[config.mk]
export PLATFORM = sky130hd
export DESIGN_NAME = alu_arbiter
export DESIGN_NICKNAME = d
export VERILOG_FILES = /design/src/rtl/alu_arbiter.sv
export SDC_FILE = /design/constraint.sdc
export NUM_CORES = 1
export LEC_CHECK = 0
export ABC_CLOCK_PERIOD_IN_PS = 2100
export CORE_MARGIN = 2
export CORE_UTILIZATION = 38
export DETAILED_ROUTE_END_ITERATION = 10
export PLACE_DENSITY = 0.78
export REMOVE_ABC_BUFFERS = 1
export SYNTH_ARGS = -nofsm -noshare
export SYNTH_HDL_FRONTEND = slang
export SYNTH_SLANG_ARGS = --single-unit
[constraint.sdc]
create_clock -name clk -period 2.1 [get_ports clk]
set_clock_uncertainty 0.2 [all_clocks]
set_input_delay 0.315 -clock clk [delete_from_list [all_inputs] [get_ports clk]]
set_output_delay 0.315 -clock clk [all_outputs]
set_load 0.01 [all_outputs]
[src/rtl/alu_arbiter.sv]
// Round-robin arbiter sharing one external ALU between two requesters. Accept to rsp_valid is 2 cycles, one op in flight,
// and a stalled rsp_ready holds the response and blocks new accepts. Optional opcode checking: define ALU_ARB_OPCHECK_EN.
module alu_arbiter #(
  parameter int WIDTH  = 32,
  parameter int CTRL_W = 3
) (
  input  logic              clk,
  input  logic              reset,
  input  logic              req0_valid,
  output logic              req0_ready,
  input  logic [WIDTH-1:0]  req0_a,
  input  logic [WIDTH-1:0]  req0_b,
  input  logic [CTRL_W-1:0] req0_ctrl,
  input  logic              req1_valid,
  output logic              req1_ready,
  input  logic [WIDTH-1:0]  req1_a,
  input  logic [WIDTH-1:0]  req1_b,
  input  logic [CTRL_W-1:0] req1_ctrl,
  output logic [WIDTH-1:0]  alu_srcA,
  output logic [WIDTH-1:0]  alu_srcB,
  output logic [CTRL_W-1:0] alu_ctrl,
  input  logic [WIDTH-1:0]  alu_rslt,
  input  logic              alu_zero,
  output logic              rsp_valid,
  input  logic              rsp_ready,
  output logic              rsp_id,
  output logic [WIDTH-1:0]  rsp_result,
  output logic              rsp_zero,
  output logic              rsp_err
);

  typedef enum logic [1:0] {
    IDLE = 2'd0,
    EXEC = 2'd1,
    RESP = 2'd2
  } stateT;

  typedef struct packed {
    logic [WIDTH-1:0]  a;
    logic [WIDTH-1:0]  b;
    logic [CTRL_W-1:0] ctrl;
  } opT;

  stateT state;
  logic  lastGrant;
  logic  grant1;
  logic  accept;
  opT    selOp;

  // req1 wins when it is alone, or when both ask and req0 was served last.
  assign grant1     = req1_valid & (~req0_valid | ~lastGrant);
  assign req0_ready = ~reset & (state == IDLE) & req0_valid & ~grant1;
  assign req1_ready = ~reset & (state == IDLE) & grant1;
  assign accept     = req0_ready | req1_ready;

  always_comb begin
    selOp = grant1 ? opT'{req1_a, req1_b, req1_ctrl} : opT'{req0_a, req0_b, req0_ctrl};
  end

`ifdef ALU_ARB_OPCHECK_EN
  logic selIllegal;
  logic errPend;
  logic errReg;

  always_comb begin
    selIllegal = !(selOp.ctrl inside {CTRL_W'(0), CTRL_W'(1), CTRL_W'(2), CTRL_W'(6), CTRL_W'(7)});
  end

  assign rsp_err = errReg;
`else
  assign rsp_err = 1'b0;
`endif

  always_ff @(posedge clk) begin
    if (reset) begin
      state      <= IDLE;
      lastGrant  <= 1'b1;
      rsp_valid  <= 1'b0;
      rsp_id     <= 1'b0;
      rsp_result <= '0;
      rsp_zero   <= 1'b0;
      alu_srcA   <= '0;
      alu_srcB   <= '0;
      alu_ctrl   <= '0;
`ifdef ALU_ARB_OPCHECK_EN
      errPend    <= 1'b0;
      errReg     <= 1'b0;
`endif
    end else begin
      case (state)
        IDLE: begin
          if (accept) begin
            alu_srcA <= selOp.a;
            alu_srcB <= selOp.b;
`ifdef ALU_ARB_OPCHECK_EN
            alu_ctrl <= selIllegal ? '0 : selOp.ctrl;
            errPend  <= selIllegal;
`else
            alu_ctrl <= selOp.ctrl;
`endif
            rsp_id   <= grant1;
            state    <= EXEC;
          end
        end
        EXEC: begin
          rsp_result <= alu_rslt;
          rsp_zero   <= alu_zero;
`ifdef ALU_ARB_OPCHECK_EN
          // An illegal op ran as AND; its response is replaced with a clean error result.
          if (errPend) begin
            rsp_result <= '0;
            rsp_zero   <= 1'b1;
          end
          errReg     <= errPend;
`endif
          rsp_valid  <= 1'b1;
          state      <= RESP;
        end
        RESP: begin
          if (rsp_ready) begin
            rsp_valid <= 1'b0;
            lastGrant <= rsp_id;
            state     <= IDLE;
          end
        end
        default: state <= IDLE;
      endcase
    end
  end

endmodule

==> results.md <==
| Stage | Result | Value |
|---|---|---|
| outcome | Outcome | complete, no violations |
| floorplan | Area inside the core boundary | 0.0119 mm2 |
| grt | GR met1 Demand/Resource | 0.311 |
| cts | Sink Count | 105 |
| cells and area | Total Nets Final | 968 |
| placed design | Number of I/O port buffers | 275 |
| yosys | Number of enable-type register cells in the synthesized netlist | 0 |
| cells and area | Area Growth Syn to Fin | 65.6% |
| cells and area | Count of placed standard cells in the final layout, fillers left out | 948 |
| pwr | Cell leakage power | 0.00262 uW |
| cells and area | Antenna cells | 0 |
| sta | Clock period minus final worst setup slack | 1.91 ns |
| worst hold path | Worst min-delay path class | flip-flop to flip-flop |
| worst setup path | Arrival time at the worst endpoint | 1.40 ns |
| cts | Setup fix buffers added after clock tree synthesis | 0 |
| floorplan | Height of the die | 114 um |
| route | Number of detailed-route iterations in the first pass | 5 |
| cts | H-tree lvl count | 3 |
| pwr | P per Cell Area | 749 mW/mm2 |
| sta | Setup TNS Final | 0 ns |
| placed design | Total placed cells including tap cells | 932 |
| floorplan | Number of ports placed on the die boundary | 277 |
| yosys | Top cell type by total area after synthesis | sky130_fd_sc_hd__dfxtp_1 |
| yosys | Portion of the post-synthesis area used by sequential elements | 0.459 |
| grt | Met2 track utilization from global routing | 0.416 |
| placed design | Worst setup slack after placement | -0.333 ns |
| floorplan | Starting density of the core | 0.386 |
| floorplan | Total die area | 0.0129 mm2 |
| worst setup path | Maximum fanout encountered on the critical timing path | 3 |
| sta | Fin crit share | 0.910 |
| cts | Clock tree root driver cell | sky130_fd_sc_hd__clkbuf_16 |
| sta | Max_slew headroom | 0.477 |
| route | Via density per instance | 5.66 |
| grt | Vias in the first global route | 5157 |
| placed design | Half-perimeter wire length after placement | 11300 um |
| sta | Slew @ Worst Pin | 0.784 ns |
| sta | RSZ-0062 raised after global routing | false |
| sta | Least setup slack across all paths after layout | 0.189 ns |
| placed design | Placer congestion estimate | 0.811 |
| worst setup path | Critical path launch point type | input port |
| yosys | Synthesis warning total | 0 |
| cts | CTS tree | done |
| grt | Total routing resource utilization after global routing | 0.252 |
| sta | Setup violations, final | 0 |
| route | Number of violations reported at the end of detailed-routing iteration 0 | 375 |
| worst setup path | Required time reported for the critical path endpoint | 1.58 ns |
| route | Average routed wire per standard cell | 17.8 um |
| grt | Global route overflow | 0 |
| cells and area | Post-layout util | 0.639 |
| yosys | Cell types with the highest counts after synthesis | sky130_fd_sc_hd__nor4_1, sky130_fd_sc_hd__dfxtp_1, sky130_fd_sc_hd__a21oi_1 |
| yosys | Post-synth design cell area | 0.00458 mm2 |
| sta | Fin. max-slew vios | 0 |
| cts | Reg clk slew, reported paths | 0.07 ns |
| cts | Cts hold-fix bufs | 0 |
| yosys | Area contributors post-synth | sky130_fd_sc_hd__dfxtp_1, sky130_fd_sc_hd__nor4_1, sky130_fd_sc_hd__a21oi_1, sky130_fd_sc_hd__nor3_1, sky130_fd_sc_hd__nand2_1 |
| pwr | Worst vdd rail ir drop | 0.441 mV |
| yosys | Count of unique library cells instantiated by Yosys | 26 |
| floorplan | Num rows | 40 |
| yosys | Leading cell type by number of instances after synthesis | sky130_fd_sc_hd__nor4_1 |
| yosys | Gate Count Post-Synth | 571 |
| yosys | Top FF cell, synth | sky130_fd_sc_hd__dfxtp_1 |
| worst setup path | Crit Path Class | input port to primary output |
| route | DRC viols | 0 |
| route | Aggregate routed wire length | 16900 um |
| cells and area | Proportion of layout cells with a drive suffix above 1 | 0.0512 |
| yosys | Async SR Flop Fraction | 0 |
| grt | Most Crowded Layer GR | met2 |
| yosys | Number of synthesized register bits | 105 |
| job | # Max-Cap Violations | 0 |
| sta | Final hold viol count | 0 |
| cts | Number of buffers on the longest clock path | 2 |
| route | Antenna viol nets, final | 0 |
| grt | Global Route met3 Usage | 0.0723 |
| route | Via total after detailed routing | 5362 |
| grt | Pin count of the biggest net entering global routing | 106 |
| pwr | Design Power | 5680 uW |
| yosys | Avg Synthesized Cell Area | 8.02 um2 |
| cts | Clock insertion delay at the later pin of the skew report | 0.33 ns |
| floorplan | Die width | 114 um |
| grt | Wire length of the first global-routing pass | 26200 um |
| yosys | Proportion of netlist area held by the largest area contributor | 0.459 |
| sta | F_max | 0.523 GHz |
| grt | Initial antenna violation count | 0 |
| cts | Num CTS Buffers | 9 |
| worst setup path | Capturing element type of the critical path | primary output |
==> flip-flops by register name, indices dropped and copies added (netlist names) <==
signal / count
state: 2
rsp_result: 32
rsp_zero: 1
alu_srcB: 32
alu_srcA: 32
lastGrant: 1
alu_ctrl: 3
rsp_valid: 1
rsp_id: 1
==> power breakdown <==
group          switching [uW]  internal, uW
sequential                112          2200
clock                     784           978
combinational             743           866
==> through the flow <==
stage               area [um2]  hold slack (ns)
floorplan                 4170            0.184
global placement          7260            0.242
detailed placement        7260            0.248
CTS                       7580            0.258
global route              7580            0.276
finish                    7580            0.255
==> cell type report <==
cell class | instances | area, um2
Clock buffer | 10 | 239
Clock inverter | 6 | 75.1
Sequential cell | 105 | 2100
Fill cell | 1030 | 4280
Tap cell | 147 | 184
Multi-Input combinational cell | 389 | 2080
Timing Repair Buffer | 289 | 2890
Inverter | 2 | 7.51
==> cell families after synthesis <==
group,share of synthesized area
muxes,0.00219
and+or+nand+nor,0.329
buffers and inverters,0.0913
other,0.000819
AOI/OAI and AO/OA,0.118
DFF,0.459
==> cell usage in the layout (no fill, tap or decap), types with 2 or more instances in the layout <==
master,instances
sky130_fd_sc_hd__o21ai_0,2
sky130_fd_sc_hd__nand2_1,66
sky130_fd_sc_hd__clkinv_4,2
sky130_fd_sc_hd__clkbuf_16,9
sky130_fd_sc_hd__buf_4,10
sky130_fd_sc_hd__buf_12,3
sky130_fd_sc_hd__a21oi_1,102
sky130_fd_sc_hd__dfxtp_1,105
sky130_fd_sc_hd__buf_6,2
sky130_fd_sc_hd__clkdlybuf4s50_1,272
sky130_fd_sc_hd__nand3b_1,2
sky130_fd_sc_hd__inv_8,2
sky130_fd_sc_hd__nor4_1,134
sky130_fd_sc_hd__nand2b_1,2
sky130_fd_sc_hd__nor3_1,68
==> worst paths after layout <==
check	slack (ns)	end	startpoint	cells after the start
setup / recovery	0.19	req0_ready	req0_valid	4
hold / removal	0.26	rsp_result[18]	rsp_result[18]	2
setup reg to reg	0.35	alu_srcA[30]	lastGrant	4
hold reg to reg	0.26	rsp_result[18]	rsp_result[18]	2
==> per-layer routing <==
layer,routed length (um),share of wire,up-vias
met5,0,0,-
li1,-,-,2569
met1,6830,0.40,2481
met3,1490,0.088,46
met4,559,0.033,0
met2,8010,0.47,266
==> what timing repair did <==
action	in CTS	in global routing
resized for setup	6	6
setup endpoints to repair	2	4
pin swaps	0	0
hold endpoints to repair	0	0
==> worst max-delay path, cell delays in order <==
cell,delay [ns]
sky130_fd_sc_hd__clkdlybuf4s50_1,0.52
sky130_fd_sc_hd__inv_2,0.06
sky130_fd_sc_hd__nor4_2,0.29
sky130_fd_sc_hd__buf_2,0.21
No activity file was read; power rests on OpenSTA's default activity.
